<file path="src/rtl/ethhelper_arb_pkg.sv">
// Shared types for the stream arbiter: FSM state, source index, round-robin step.
// Pure declarations; no timing or flow-control behaviour of its own.
package ethhelper_arb_pkg;

  typedef enum logic {
    IDLE  = 1'b0,
    GRANT = 1'b1
  } arb_state_t;

  // Wide enough for the largest supported requester count (16).
  localparam int SRC_IDX_W = 4;
  typedef logic [SRC_IDX_W-1:0] src_idx_t;

  function automatic int rr_next(input int idx, input int num_req);
    return (idx + 1 >= num_req) ? 0 : idx + 1;
  endfunction

endpackage

</file>
<file path="src/rtl/ethhelper_rr_pick.sv">
// Rotating-priority picker: first set request after rr_ptr, wrapping around.
// Purely combinational; no flow control.
module ethhelper_rr_pick
  import ethhelper_arb_pkg::*;
#(
  parameter int NUM_REQ = 5
) (
  input  logic [NUM_REQ-1:0] req,
  input  src_idx_t           rr_ptr,
  output logic               found,
  output src_idx_t           idx
);

  always_comb begin
    int c;
    found = 1'b0;
    idx   = '0;
    c     = int'(rr_ptr);
    for (int k = 0; k < NUM_REQ; k++) begin
      c = rr_next(c, NUM_REQ);
      if (!found && req[c]) begin
        found = 1'b1;
        idx   = src_idx_t'(c);
      end
    end
  end

endmodule

</file>
<file path="src/rtl/ethhelper_stream_arbiter.sv">
// Packet-granular round-robin arbiter onto one registered AXI-Stream output.
// Grant one cycle after request, beat out one cycle after accept; ready stalls on full output slot.
module ethhelper_stream_arbiter
  import ethhelper_arb_pkg::*;
#(
  parameter  int NUM_REQ    = 5,
  parameter  int DATA_WIDTH = 128,
  parameter  int TIMEOUT    = 1024,
  localparam int SRC_W      = $clog2(NUM_REQ)
) (
  input  logic                          clk,
  input  logic                          resetn,
  input  logic [NUM_REQ-1:0]            req_valid,
  input  logic [NUM_REQ-1:0]            req_in_progress,
  input  logic [NUM_REQ*DATA_WIDTH-1:0] req_data,
  output logic [NUM_REQ-1:0]            req_ready,
  output logic [DATA_WIDTH-1:0]         m_axis_tdata,
  output logic [SRC_W-1:0]              m_axis_tid,
  output logic                          m_axis_tlast,
  output logic                          m_axis_tvalid,
  input  logic                          m_axis_tready,
  output logic                          busy,
  output logic                          err_timeout,
  input  logic                          err_clear
);

  localparam int WD_W = (TIMEOUT > 1) ? $clog2(TIMEOUT) : 1;
  localparam logic [WD_W-1:0] WD_LAST = WD_W'((TIMEOUT > 0) ? TIMEOUT - 1 : 0);

  arb_state_t            state, state_nxt;
  src_idx_t              grant_idx, rr_ptr, pick_idx;
  logic                  pick_found;
  logic [WD_W-1:0]       wd_cnt;
  logic [DATA_WIDTH-1:0] beat [NUM_REQ];
  logic                  out_free, accept, stall, wd_fire, pkt_end;

  for (genvar g = 0; g < NUM_REQ; g++) begin : g_unpack
    assign beat[g] = req_data[g*DATA_WIDTH +: DATA_WIDTH];
  end

  ethhelper_rr_pick #(.NUM_REQ(NUM_REQ)) u_pick (
    .req    (req_valid),
    .rr_ptr (rr_ptr),
    .found  (pick_found),
    .idx    (pick_idx)
  );

  // Output slot is free when empty or draining this cycle.
  assign out_free = !m_axis_tvalid || m_axis_tready;
  assign accept   = (state == GRANT) && out_free && req_valid[grant_idx];
  assign stall    = (state == GRANT) && out_free && !req_valid[grant_idx];
  assign pkt_end  = accept && !req_in_progress[grant_idx];
  assign wd_fire  = (TIMEOUT != 0) && stall && (wd_cnt == WD_LAST);
  assign busy     = (state == GRANT);

  always_comb begin
    req_ready = '0;
    if (state == GRANT && out_free) req_ready[grant_idx] = 1'b1;
  end

  always_comb begin
    state_nxt = state;
    case (state)
      IDLE:    if (pick_found) state_nxt = GRANT;
      GRANT:   if (pkt_end || wd_fire) state_nxt = IDLE;
      default: state_nxt = IDLE;
    endcase
  end

  always_ff @(posedge clk or negedge resetn) begin
    if (!resetn) state <= IDLE;
    else         state <= state_nxt;
  end

  always_ff @(posedge clk or negedge resetn) begin
    if (!resetn) begin
      grant_idx   <= '0;
      rr_ptr      <= src_idx_t'(NUM_REQ - 1);
      wd_cnt      <= '0;
      err_timeout <= 1'b0;
    end else begin
      if (state == IDLE && pick_found) grant_idx <= pick_idx;
      if (pkt_end || wd_fire) rr_ptr <= grant_idx;
      // Only requester-side starvation counts; downstream backpressure never does.
      if (state == IDLE || accept) wd_cnt <= '0;
      else if (stall)              wd_cnt <= wd_cnt + WD_W'(1);
      if (wd_fire)        err_timeout <= 1'b1;
      else if (err_clear) err_timeout <= 1'b0;
    end
  end

  always_ff @(posedge clk or negedge resetn) begin
    if (!resetn) begin
      m_axis_tvalid <= 1'b0;
      m_axis_tdata  <= '0;
      m_axis_tid    <= '0;
      m_axis_tlast  <= 1'b0;
    end else if (accept) begin
      m_axis_tvalid <= 1'b1;
      m_axis_tdata  <= beat[grant_idx];
      m_axis_tid    <= grant_idx[SRC_W-1:0];
      m_axis_tlast  <= !req_in_progress[grant_idx];
    end else if (m_axis_tready) begin
      m_axis_tvalid <= 1'b0;
    end
  end

endmodule
</file>
<file path="config.mk">
export PLATFORM = sky130hd
export DESIGN_NAME = ethhelper_stream_arbiter
export DESIGN_NICKNAME = d
export VERILOG_FILES = /design/src/rtl/ethhelper_arb_pkg.sv /design/src/rtl/ethhelper_rr_pick.sv /design/src/rtl/ethhelper_stream_arbiter.sv
export SDC_FILE = /design/constraint.sdc
export NUM_CORES = 1
export LEC_CHECK = 0
export ABC_AREA = 1
export ABC_CLOCK_PERIOD_IN_PS = 7500
export BUFFER_PORTS_ARGS = -buffer_cell sky130_fd_sc_hd__buf_2
export CAP_MARGIN = 0
export CORE_AREA = 2 2 310 312
export CTS_CLUSTER_SIZE = 16
export DETAILED_ROUTE_END_ITERATION = 7
export DIE_AREA = 0 0 312 314
export PLACE_DENSITY_LB_ADDON = 0.05
export SYNTH_ARGS = -nofsm -noshare
export SYNTH_HDL_FRONTEND = slang
export SYNTH_SLANG_ARGS = --single-unit
</file>
<file path="constraint.sdc">
create_clock -name clk -period 7.5 [get_ports clk]
set_clock_uncertainty 0.2 [all_clocks]
set_input_delay 1.5 -clock clk [delete_from_list [all_inputs] [get_ports clk]]
set_output_delay 1.5 -clock clk [all_outputs]
set_load 0.01 [all_outputs]
</file>
==> results of run 1 <==
## layout by cell type, fill, tap and decap left out, types with 3 or more instances in the layout
| cell | instances |
|---|---|
| buf_2 | 792 |
| o211ai_1 | 3 |
| buf_4 | 11 |
| a41oi_1 | 128 |
| ha_1 | 9 |
| inv_1 | 49 |
| buf_12 | 3 |
| a21oi_1 | 11 |
| o21ai_0 | 272 |
| nand2_1 | 198 |
| nand2_2 | 7 |
| nor4_1 | 3 |
| clkinv_4 | 4 |
| bufinv_16 | 4 |
| nand4_1 | 6 |
| nand3_2 | 5 |
| o22ai_1 | 3 |
| xor2_1 | 3 |
| dfrtp_1 | 151 |
| diode_2 | 11 |
| clkbuf_8 | 3 |
| nand3_1 | 14 |
| nor2_1 | 666 |
| o21ai_1 | 5 |
| nor3_1 | 6 |
| clkbuf_16 | 17 |
## cell type report
| cell class | count | area [um2] |
|---|---|---|
| Tap cell | 1265 | 1580 |
| Inverter | 55 | 226 |
| Timing Repair Buffer | 807 | 4120 |
| Clock buffer | 19 | 453 |
| Antenna cell | 11 | 27.5 |
| Sequential cell | 153 | 3830 |
| Fill cell | 11100 | 77600 |
| Multi-Input combinational cell | 1357 | 6420 |
| Clock inverter | 13 | 190 |
## power groups by stage
stage,Clock (mW),Combinational (mW),Sequential (mW)
2_1_floorplan,0,2.78,1.60
3_3_place_gp,0,4.70,1.51
3_5_place_dp,0,4.67,1.50
4_1_cts,1.09,4.67,1.50
5_1_grt,1.11,5.14,1.54
6_report,1.03,4.52,1.48
## worst min-delay path: stages (launching register included)
cell and delay, ns:
dfrtp_1 0.35, nand2_1 0.05, nand2_1 0.05
## metrics by stage
| step | hold slack, ns | setup slack (ns) | total power [mW] |
|---|---|---|---|
| 3_3_place_gp | 0.291 | 2.95 | 6.21 |
| 2_1_floorplan | 0.267 | 3.50 | 4.38 |
| 4_1_cts | 0.302 | 2.94 | 7.26 |
| 5_1_grt | 0.345 | 2.39 | 7.80 |
| 6_report | 0.290 | 2.95 | 7.03 |
| 3_5_place_dp | 0.282 | 2.94 | 6.17 |
## cells by family after synthesis
| kind of cell | share of synthesized area, % |
|---|---|
| DFF | 34.9 |
| AOI/OAI and AO/OA | 24.4 |
| adders and majority gates | 1.03 |
| and+or+nand+nor | 32.9 |
| xor gates and xnor gates | 0.240 |
| buffers and inverters | 6.57 |
## metal layers
metal  share of wire [%]  up-vias  track usage, %
li1                    -     7089               -
met1                  39     6853            16.4
met2                  52      533            28.0
met3                 6.8      102            4.89
met4                 1.8       40            3.61
met5                0.34        -               0
## path summary, 6_finish.rpt
check | from | to | slack, ns | depth (start not counted)
min reg2reg | m_axis_tlast$_DFFE_PN0P_ | m_axis_tlast$_DFFE_PN0P_ | 0.29 | 2
max in group asynchronous | resetn | m_axis_tdata[11]$_DFFE_PN0P_ | 5.16 | 2
min | m_axis_tlast$_DFFE_PN0P_ | m_axis_tlast$_DFFE_PN0P_ | 0.29 | 2
max | rr_ptr[1]$_DFFE_PN0N_ | grant_idx[1]$_DFFE_PN0P_ | 2.95 | 32
max reg2reg | rr_ptr[1]$_DFFE_PN0N_ | grant_idx[1]$_DFFE_PN0P_ | 2.95 | 32
min in group asynchronous | resetn | m_axis_tdata[112]$_DFFE_PN0P_ | 0.79 | 1
## sequential cells by signal (all words and copies together) (netlist names)
name / count
m_axis_tdata: 128
wd_cnt: 10
grant_idx: 4
rr_ptr: 4
m_axis_tid: 3
busy: 1
err_timeout: 1
m_axis_tlast: 1
m_axis_tvalid: 1
==> flow_summary.toml, run 1 <==
[outcome]
status = "complete, no violations"

[synthesis]
synth_area_um2 = 11000
yosysSeqAreaShare_pct = 34.9
yosysMostFrequentCell = "nor2_1"
yosys-top-cells-count = "nor2_1 (666), o21ai_0 (272), nand2_1 (198), dfrtp_1 (152), a41oi_1 (128)"
synth_edf_count = 0
synth_top_cell_by_area = "dfrtp_1"
ys_warn_count = 0
syn_area_per_cell_um2 = 6.48
ys_seq_elements = 153
synthArstFlopShare_pct = 100
synth_area_leaders = "dfrtp_1 (35%), nor2_1 (23%), o21ai_0 (12%)"
synthesis.nets = 2356
synthFlopType = "dfrtp_1"
synth_cell_types = 39
syn_inst = 1693
synth_top_area_share_pct = 34.7

[clock_network]
ctsResizeCount = 0
tritoncts = "built"
clkTransAtPathRegs_ns = 0.08
cts_buffers = 17
clockRootBuffer = "clkbuf_16"
postCtsSetupBuffers = 0
clk_latency_ns = 0.49
holdBufCountCts = 0
htreeDepth = 4
clock_path_buffers = 2
clock_sinks = 153

[global_routing]
grt_start_max_net_pins = 159
grt_usage_pct = 15.0
grt.overflow.total = 0
grt_pass1_vias = 15100
antenna_found_initial = 45
grt_pass1_wl_um = 108000

[power_and_ir_drop]
clockPowerShare_pct = 14.6
power_switching_mw = 3.73
power.density_nw_per_um2 = 417
combPwrFrac_pct = 64.3
peakVddDrop_v = 0.000204
switching_share_pct = 53.1
internal_power_mw = 3.30
power_frac_seq_pct = 21.1
cellLeakagePower_nw = 7.68

[die]
start_util_pct = 11.6
dieArea_um2 = 98000
rows = 113
io_pins = 794
die_w_um = 312
coreArea_um2 = 94400
die_y_um = 314

[critical_path]
cp_slowest_cell = "dfrtp_1"
slowest_delay_ns = 0.39
critPathCaptureType = "flop"
arrival_ns = 4.73
crit_fanout = 9
crit_type = "reg -> reg"
cp.required_ns = 7.68
crit_buf_inv = 5
startpoint_type = "flop"
cp_common_cell = "nand2_1"
critical_path.top_delay_family = "simple AND/OR/NAND/NOR gates"

[sta]
tightest_slew_ns = 0.977
hold_violations = 0
setup_viol = 0
fmax_mhz = 220
period_share_pct = 60.7
period_needed_ns = 4.55
setup_tns_ns = 0
max_slew_margin_pct = 34.9
maxSlewViolCount = 0
rsz0062_at_grt = "false"

[placement]
dp_hpwl_um = 58400
gp_congestion = 0.829
dp_cells = 3637
detailed_place.area_um2 = 16200
port_buffers = 793

[detailed_routing]
dr.pass1.iters = 5
vias_per_cell = 3.97
ant_nets = 0
postRouteWirelength_um = 76300
drc = 0
wl_per_cell_um = 20.7
vias = 14600
drt_iter0_drc = 647

[final_layout]
final_area_um2 = 16900
final_layout_size_suffix_gt1_share_pct = 36.1
area_growth_syn_to_layout_pct = 53.7
layout.nets = 3054
fin_cells = 3680
fin_util_pct = 17.9

[min_path]
hp-class = "reg -> reg"

[job]
cap_violations = 0
Power figures use the tool's default switching activity.
==> run 2: changes to the inputs <==
--- a/config.mk
+++ b/config.mk
@@ -6,13 +6,13 @@
 export NUM_CORES = 1
 export LEC_CHECK = 0
 export ABC_AREA = 1
-export ABC_CLOCK_PERIOD_IN_PS = 7500
+export ABC_CLOCK_PERIOD_IN_PS = 4700
 export BUFFER_PORTS_ARGS = -buffer_cell sky130_fd_sc_hd__buf_2
 export CAP_MARGIN = 0
-export CORE_AREA = 2 2 310 312
+export CORE_AREA = 2 2 313 315
 export CTS_CLUSTER_SIZE = 16
 export DETAILED_ROUTE_END_ITERATION = 7
-export DIE_AREA = 0 0 312 314
+export DIE_AREA = 0 0 315 317
 export PLACE_DENSITY_LB_ADDON = 0.05
 export SYNTH_ARGS = -nofsm -noshare
 export SYNTH_HDL_FRONTEND = slang
==> constraint.sdc (replaced) <==
create_clock -name clk -period 4.7 [get_ports clk]
set_clock_uncertainty 0.2 [all_clocks]
set_input_delay 0.94 -clock clk [delete_from_list [all_inputs] [get_ports clk]]
set_output_delay 0.94 -clock clk [all_outputs]
set_load 0.01 [all_outputs]
==> run 2 against run 1 <==
- maximum frequency increased by 5.3%
- die area increased by 1.9%
- critical path depth unchanged
- sequential power increased by 58%
- flip-flop and latch count unchanged
- critical endpoint unchanged
- largest cell class unchanged
- highest routed layer unchanged
==> flow_summary.toml, run 2 (synthesized netlist as in run 1, its figures left out) <==
[clock_network]
clock_path_buffers = 2
clockRootBuffer = "clkbuf_16"
clock_sinks = 153
clkTransAtPathRegs_ns = 0.07
htreeDepth = 4
tritoncts = "built"
cts_buffers = 17
clk_latency_ns = 0.50

[critical_path]
slowest_delay_ns = 0.41
critPathCaptureType = "flop"
cp.required_ns = 4.89
critical_path.top_delay_family = "simple AND/OR/NAND/NOR gates"
crit_fanout = 9
cp_common_cell = "nand2_1"
crit_buf_inv = 5
startpoint_type = "flop"
arrival_ns = 4.51
crit_type = "reg -> reg"
cp_slowest_cell = "dfrtp_1"

[job]
cap_violations = 0

[final_layout]
final_cell_mix = "buf_2 (792), nor2_1 (665), o21ai_0 (272), nand2_1 (197), dfrtp_1 (151)"
fill_cells = 11300
area_growth_syn_to_layout_pct = 54.1
regMostFlops = "m_axis_tdata"
final_layout_size_suffix_gt1_share_pct = 36.2
final_common_cell = "buf_2"
fin_cells = 3702
largest_reg_flops = 128
layout.nets = 3062
multi_input_area_um2 = 6480
largestRegisters = "m_axis_tdata: 128 flops, wd_cnt: 10 flops"
final_area_um2 = 16900
ff_latch_area_um2 = 3830

[sta]
maxSlewViolCount = 0
setup_tns_ns = 0
period_share_pct = 92.0
fmax_mhz = 231
rsz0062_at_grt = "false"
setup_viol = 0
max_slew_margin_pct = 20.7
period_needed_ns = 4.32
tightest_slew_ns = 1.19
hold_violations = 0

[power_and_ir_drop]
power_frac_seq_pct = 20.8
power_switching_mw = 6.03
cellLeakagePower_nw = 7.66
clockPowerShare_pct = 12.0
internal_power_mw = 5.24
switching_share_pct = 53.5
power.density_nw_per_um2 = 667
peakVddDrop_v = 0.000401
combPwrFrac_pct = 67.3

[global_routing]
grt_usage_pct = 14.5
antenna_found_initial = 42
grt_pass1_vias = 15200
grt.overflow.total = 0
grt_pass1_wl_um = 105000
grt_start_max_net_pins = 171

[die]
die_y_um = 317
die_w_um = 315
io_pins = 794
start_util_pct = 11.4
rows = 114
dieArea_um2 = 99900
coreArea_um2 = 96300

[detailed_routing]
vias = 14600
vias_per_cell = 3.94
ant_nets = 0
drc = 0
dr.pass1.iters = 4
wl_per_cell_um = 20.5
drt_iter0_drc = 667
postRouteWirelength_um = 75800

[placement]
dp_hpwl_um = 57800
gp_congestion = 0.835
detailed_place.area_um2 = 16300
dp_cells = 3652
port_buffers = 793

[min_path]
hp-class = "in -> async"

[outcome]
status = "complete, no violations"
-- run 2: changes by cell type in the layout (fill, tap and decap cells not counted), moves of 2 or more --
cell       change
diode_2        +3
ha_4           +2
buf_12         +4
clkinv_4       -4
bufinv_16      -4
clkbuf_1      +11
nand3_1        -2
ha_1           -3
buf_4          +4
-- run 2: final timing paths --
path                       cells after the start                     start  slack (ns)                             to
max                                           32     rr_ptr[1]$_DFFE_PN0N_        0.38       grant_idx[1]$_DFFE_PN0P_
min in group clk                               2  m_axis_tlast$_DFFE_PN0P_        0.28       m_axis_tlast$_DFFE_PN0P_
min reg2reg                                    2  m_axis_tlast$_DFFE_PN0P_        0.28       m_axis_tlast$_DFFE_PN0P_
max in group asynchronous                      2                    resetn        3.06       grant_idx[0]$_DFFE_PN0P_
min                                            1                    resetn        0.25  m_axis_tdata[107]$_DFFE_PN0P_
max reg2reg                                   32     rr_ptr[1]$_DFFE_PN0N_        0.38       grant_idx[1]$_DFFE_PN0P_
-- run 2: timing repair --
item / 4_1_cts / 5_1_grt
buffers inserted: 0 / 4
hold buffers: 0 / 0
endpoints found under the setup margin: 0 / 5
resized for setup: 0 / 12
-- run 2: worst register-to-register path: cells and delay by family (launching register included) --
kind                     cells  cell delay, ns
flip-flops                   1            0.41
buffers and inverters        5            0.34
AO/OA/AOI/OAI                1            0.12
AND/OR/NAND/NOR             21            2.05
adder cells (fa/ha/maj)      5            1.10
-- run 2: metal layers --
| metal | wire length [um] | GRT usage, % |
|---|---|---|
| met2 | 39000 | 26.0 |
| met5 | 230 | 0 |
| met4 | 2100 | 5.23 |
| met3 | 5250 | 4.44 |
| met1 | 29200 | 16.0 |
-- run 2: power by group through the flow --
stage	Sequential (mW)	Clock (mW)	Combinational, mW
after CTS	2.36	1.44	7.61
after global routing	2.44	1.47	8.58
after floorplan	2.55	0	4.44
after global placement	2.37	0	7.65
after detailed placement	2.36	0	7.60
final	2.34	1.35	7.58
-- run 2: stage by stage --
stage	setup slack (ns)	total power, mW	hold WS [ns]	utilization, %
finish	0.378	11.3	0.247	17.6
global route	0.0227	12.5	0.253	17.6
CTS	0.0612	11.4	0.255	17.4
detailed placement	0.0752	9.96	0.278	16.9
global placement	0.125	10.0	0.278	16.9
floorplan	0.697	6.99	0.267	-
-- run 2: layout make-up --
cell class              count  area share, %
repair buffers            815           25.0
flip-flops and latches    153           22.7
multi-input cells        1357           38.4
well taps                1276           9.44
diodes                     14          0.207
clock buffers              29           2.84
clock inverters             3          0.104
inverters                  55           1.35
==> run 3: changes to the inputs <==
--- a/config.mk
+++ b/config.mk
@@ -5,14 +5,13 @@
 export SDC_FILE = /design/constraint.sdc
 export NUM_CORES = 1
 export LEC_CHECK = 0
-export ABC_AREA = 1
 export ABC_CLOCK_PERIOD_IN_PS = 4700
 export BUFFER_PORTS_ARGS = -buffer_cell sky130_fd_sc_hd__buf_2
 export CAP_MARGIN = 0
-export CORE_AREA = 2 2 313 315
+export CORE_AREA = 2 2 309 311
 export CTS_CLUSTER_SIZE = 16
 export DETAILED_ROUTE_END_ITERATION = 7
-export DIE_AREA = 0 0 315 317
+export DIE_AREA = 0 0 311 313
 export PLACE_DENSITY_LB_ADDON = 0.05
 export SYNTH_ARGS = -nofsm -noshare
 export SYNTH_HDL_FRONTEND = slang
==> run 3 against run 2 <==
- the run now ends with negative setup slack left
- via count fell by 21%
- largest cell class unchanged
- power rose by 24%
- count of clock-buffer cells in the layout fell by 9
- routed wire length fell by 17%
- maximum frequency fell by 9.8%
- worst setup slack got worse by 0.47 ns
- register-to-register slack got worse by 0.47 ns
- worst hold slack improved by 0.0036 ns
- cell count fell by 18%
- first-iteration DRC count fell by 24%
- sequential power barely moved
==> flow_summary.toml, run 3 <==
[sta]
max_slew_margin_pct = 34.0
hold_violations = 0
fmax_mhz = 209
period_needed_ns = 4.79
whs_ns = 0.250
tightest_slew_ns = 0.980
period_share_pct = 102
rsz0062_at_grt = "true"
setup_ws_ns = -0.0904
maxSlewViolCount = 0
setup_viol = 3
setup_tns_ns = -0.168

[synthesis]
ys_warn_count = 0
yosysSeqAreaShare_pct = 35.9
ys_seq_elements = 153
yosys-top-cells-count = "nand2_1 (157), dfrtp_1 (152), o21ai_0 (138), a22oi_1 (132), mux4_2 (128)"
synth_edf_count = 0
synth_top_cell_by_area = "dfrtp_1"
syn_inst = 989
synthFlopType = "dfrtp_1"
synth_top_area_share_pct = 35.6
synth_area_um2 = 10700
yosysMostFrequentCell = "nand2_1"
synth_cell_types = 62
syn_area_per_cell_um2 = 10.8
synthesis.nets = 1652
synthArstFlopShare_pct = 100
synth_area_leaders = "dfrtp_1 (36%), mux4_2 (27%), a22oi_1 (9.3%)"

[placement]
dp_cells = 3012
place_ws_ns = -0.324
gp_congestion = 0.893
port_buffers = 793
dp_hpwl_um = 50500

[detailed_routing]
vias = 11600
drt_iter0_drc = 504
dr.pass1.iters = 5
ant_nets = 0
vias_per_cell = 3.80
wl_per_cell_um = 20.6
drc = 0
postRouteWirelength_um = 62900

[final_layout]
fill_cells = 10700
fin_cells = 3054
regMostFlops = "m_axis_tdata"
area_growth_syn_to_layout_pct = 62.4
largest_reg_flops = 128
final_common_cell = "buf_2"
final_layout_size_suffix_gt1_share_pct = 60.9
layout.nets = 2436
final_cell_mix = "buf_2 (792), nand2_1 (153), dfrtp_1 (150), o21ai_0 (136), a22oi_1 (129)"
largestRegisters = "m_axis_tdata: 128 flops, wd_cnt: 10 flops"

[die]
die_w_um = 311
start_util_pct = 11.3
dieArea_um2 = 97300
coreArea_um2 = 94200
io_pins = 794
die_y_um = 313
rows = 113

[clock_network]
clk_latency_ns = 0.49
clock_sinks = 153
cts_buffers = 17
htreeDepth = 4
clock_path_buffers = 2
tritoncts = "built"
clkTransAtPathRegs_ns = 0.08
clockRootBuffer = "clkbuf_16"
holdBufCountCts = 0

[global_routing]
grt.overflow.total = 0
grt_pass1_wl_um = 89300
grt_usage_pct = 12.6
grt_start_max_net_pins = 131
antenna_found_initial = 13
grt_pass1_vias = 12700

[power_and_ir_drop]
power.density_nw_per_um2 = 804
peakVddDrop_v = 0.000672
cellLeakagePower_nw = 8.24
total_power_mw = 13.9

[outcome]
violations = "negative setup slack"
status = "finished, violations left"

[critical_path]
cp.required_ns = 4.91
r2r_cells = 24
startpoint_type = "flop"
crit_fanout = 6
critPathCaptureType = "flop"
crit_type = "reg -> reg"
arrival_ns = 5.01

[job]
cap_violations = 0

[min_path]
hp-class = "in -> async"
==> run 3: cell count changes after synthesis, moves of 7 or more <==
cell	before	now
mux2_2	0	7
nand2_1	198	157
nand2_2	7	0
mux4_2	0	128
o21ai_0	272	138
nand2b_1	0	8
a22oi_1	0	132
clkbuf_1	95	78
nor2b_1	0	8
nor2_1	666	25
buf_1	6	14
buf_2	27	0
a41oi_1	128	0
inv_1	51	12
==> run 3: worst paths after layout <==
check	start	endpoint	slack (ns)
setup / recovery	rr_ptr[2]$_DFFE_PN1N_	grant_idx[1]$_DFFE_PN0P_	-0.09
setup reg to reg	rr_ptr[2]$_DFFE_PN1N_	grant_idx[1]$_DFFE_PN0P_	-0.09
min in group clk	m_axis_tdata[48]$_DFFE_PN0P_	m_axis_tdata[48]$_DFFE_PN0P_	0.28
hold reg to reg	m_axis_tdata[48]$_DFFE_PN0P_	m_axis_tdata[48]$_DFFE_PN0P_	0.28
hold / removal	resetn	m_axis_tdata[69]$_DFFE_PN0P_	0.25
max in group asynchronous	resetn	rr_ptr[2]$_DFFE_PN1N_	3.01
==> run 3: stage by stage <==
stage                     util, %  cell area [um2]
after floorplan                 -            10800
after global placement       17.6            16500
after detailed placement     17.6            16500
after CTS                    18.4            17300
after global routing         18.4            17300
final                        18.4            17300
==> run 3: layout make-up <==
class                      count  area [um2]  share of cell area [%]
clock buffer                  20         447                    2.58
timing repair buffer         860        4580                    26.4
sequential                   153        3840                    22.1
clock inverter                12         164                   0.945
antenna                        3        7.51                  0.0433
tap                         1265        1580                    9.13
multi-input combinational    728        6670                    38.4
inverter                      13        56.3                   0.325
==> run 3: cell families (layout without fill, tap and decap cells) <==
group	count (synthesis)	count (layout)	synth area share (%)
compound gates	321	321	19.6
xor+xnor	7	7	0.574
fa+ha+maj	9	9	1.05
buf+inv	108	905	3.97
flops	153	153	35.9
mux	141	141	28.3
other cells	0	3	0
simple gates	250	250	10.7
==> run 3: routing by layer <==
metal / GRT usage, % / part of all wire [%] / vias to the layer above / routed length, um
li1: - / - / 5429 / -
met4: 2.99 / 0.93 / 12 / 587
met1: 13.7 / 38 / 5656 / 23800
met5: 0 / 0.13 / - / 82
met3: 4.28 / 7.3 / 35 / 4570
met2: 23.5 / 54 / 467 / 33800
==> run 3: where the power goes <==
part | switching, mW | internal, mW
logic | 5.32 | 4.74
clock network | 0.692 | 0.857
registers | 0.401 | 1.94
total | 6.41 | 7.54
==> run 3: critical path: stages (launching register included) <==
cell	delay, ns
dfstp_2	0.40
or3_4	0.43
inv_2	0.09
ha_4	0.15
nand2b_4	0.13
a21oi_4	0.05
or2_4	0.28
inv_4	0.07
ha_4	0.14
inv_2	0.04
a2111oi_4	0.29
or2_4	0.21
nand2_4	0.05
buf_4	0.14
ha_2	0.18
buf_4	0.16
nor4bb_2	0.28
a22oi_1	0.15
a22oi_2	0.24
a22oi_2	0.12
nor2_1	0.13
o21ba_4	0.18
nand4b_1	0.20
o32a_1	0.24
a21oi_2	0.15
==> run 3: timing repair <==
item / in CTS / in global routing
cloned: 0 / 0
gates resized for setup: 21 / 12
setup buffers: 8 / 1
pin swaps: 20 / 6
endpoints found under the setup margin: 5 / 5
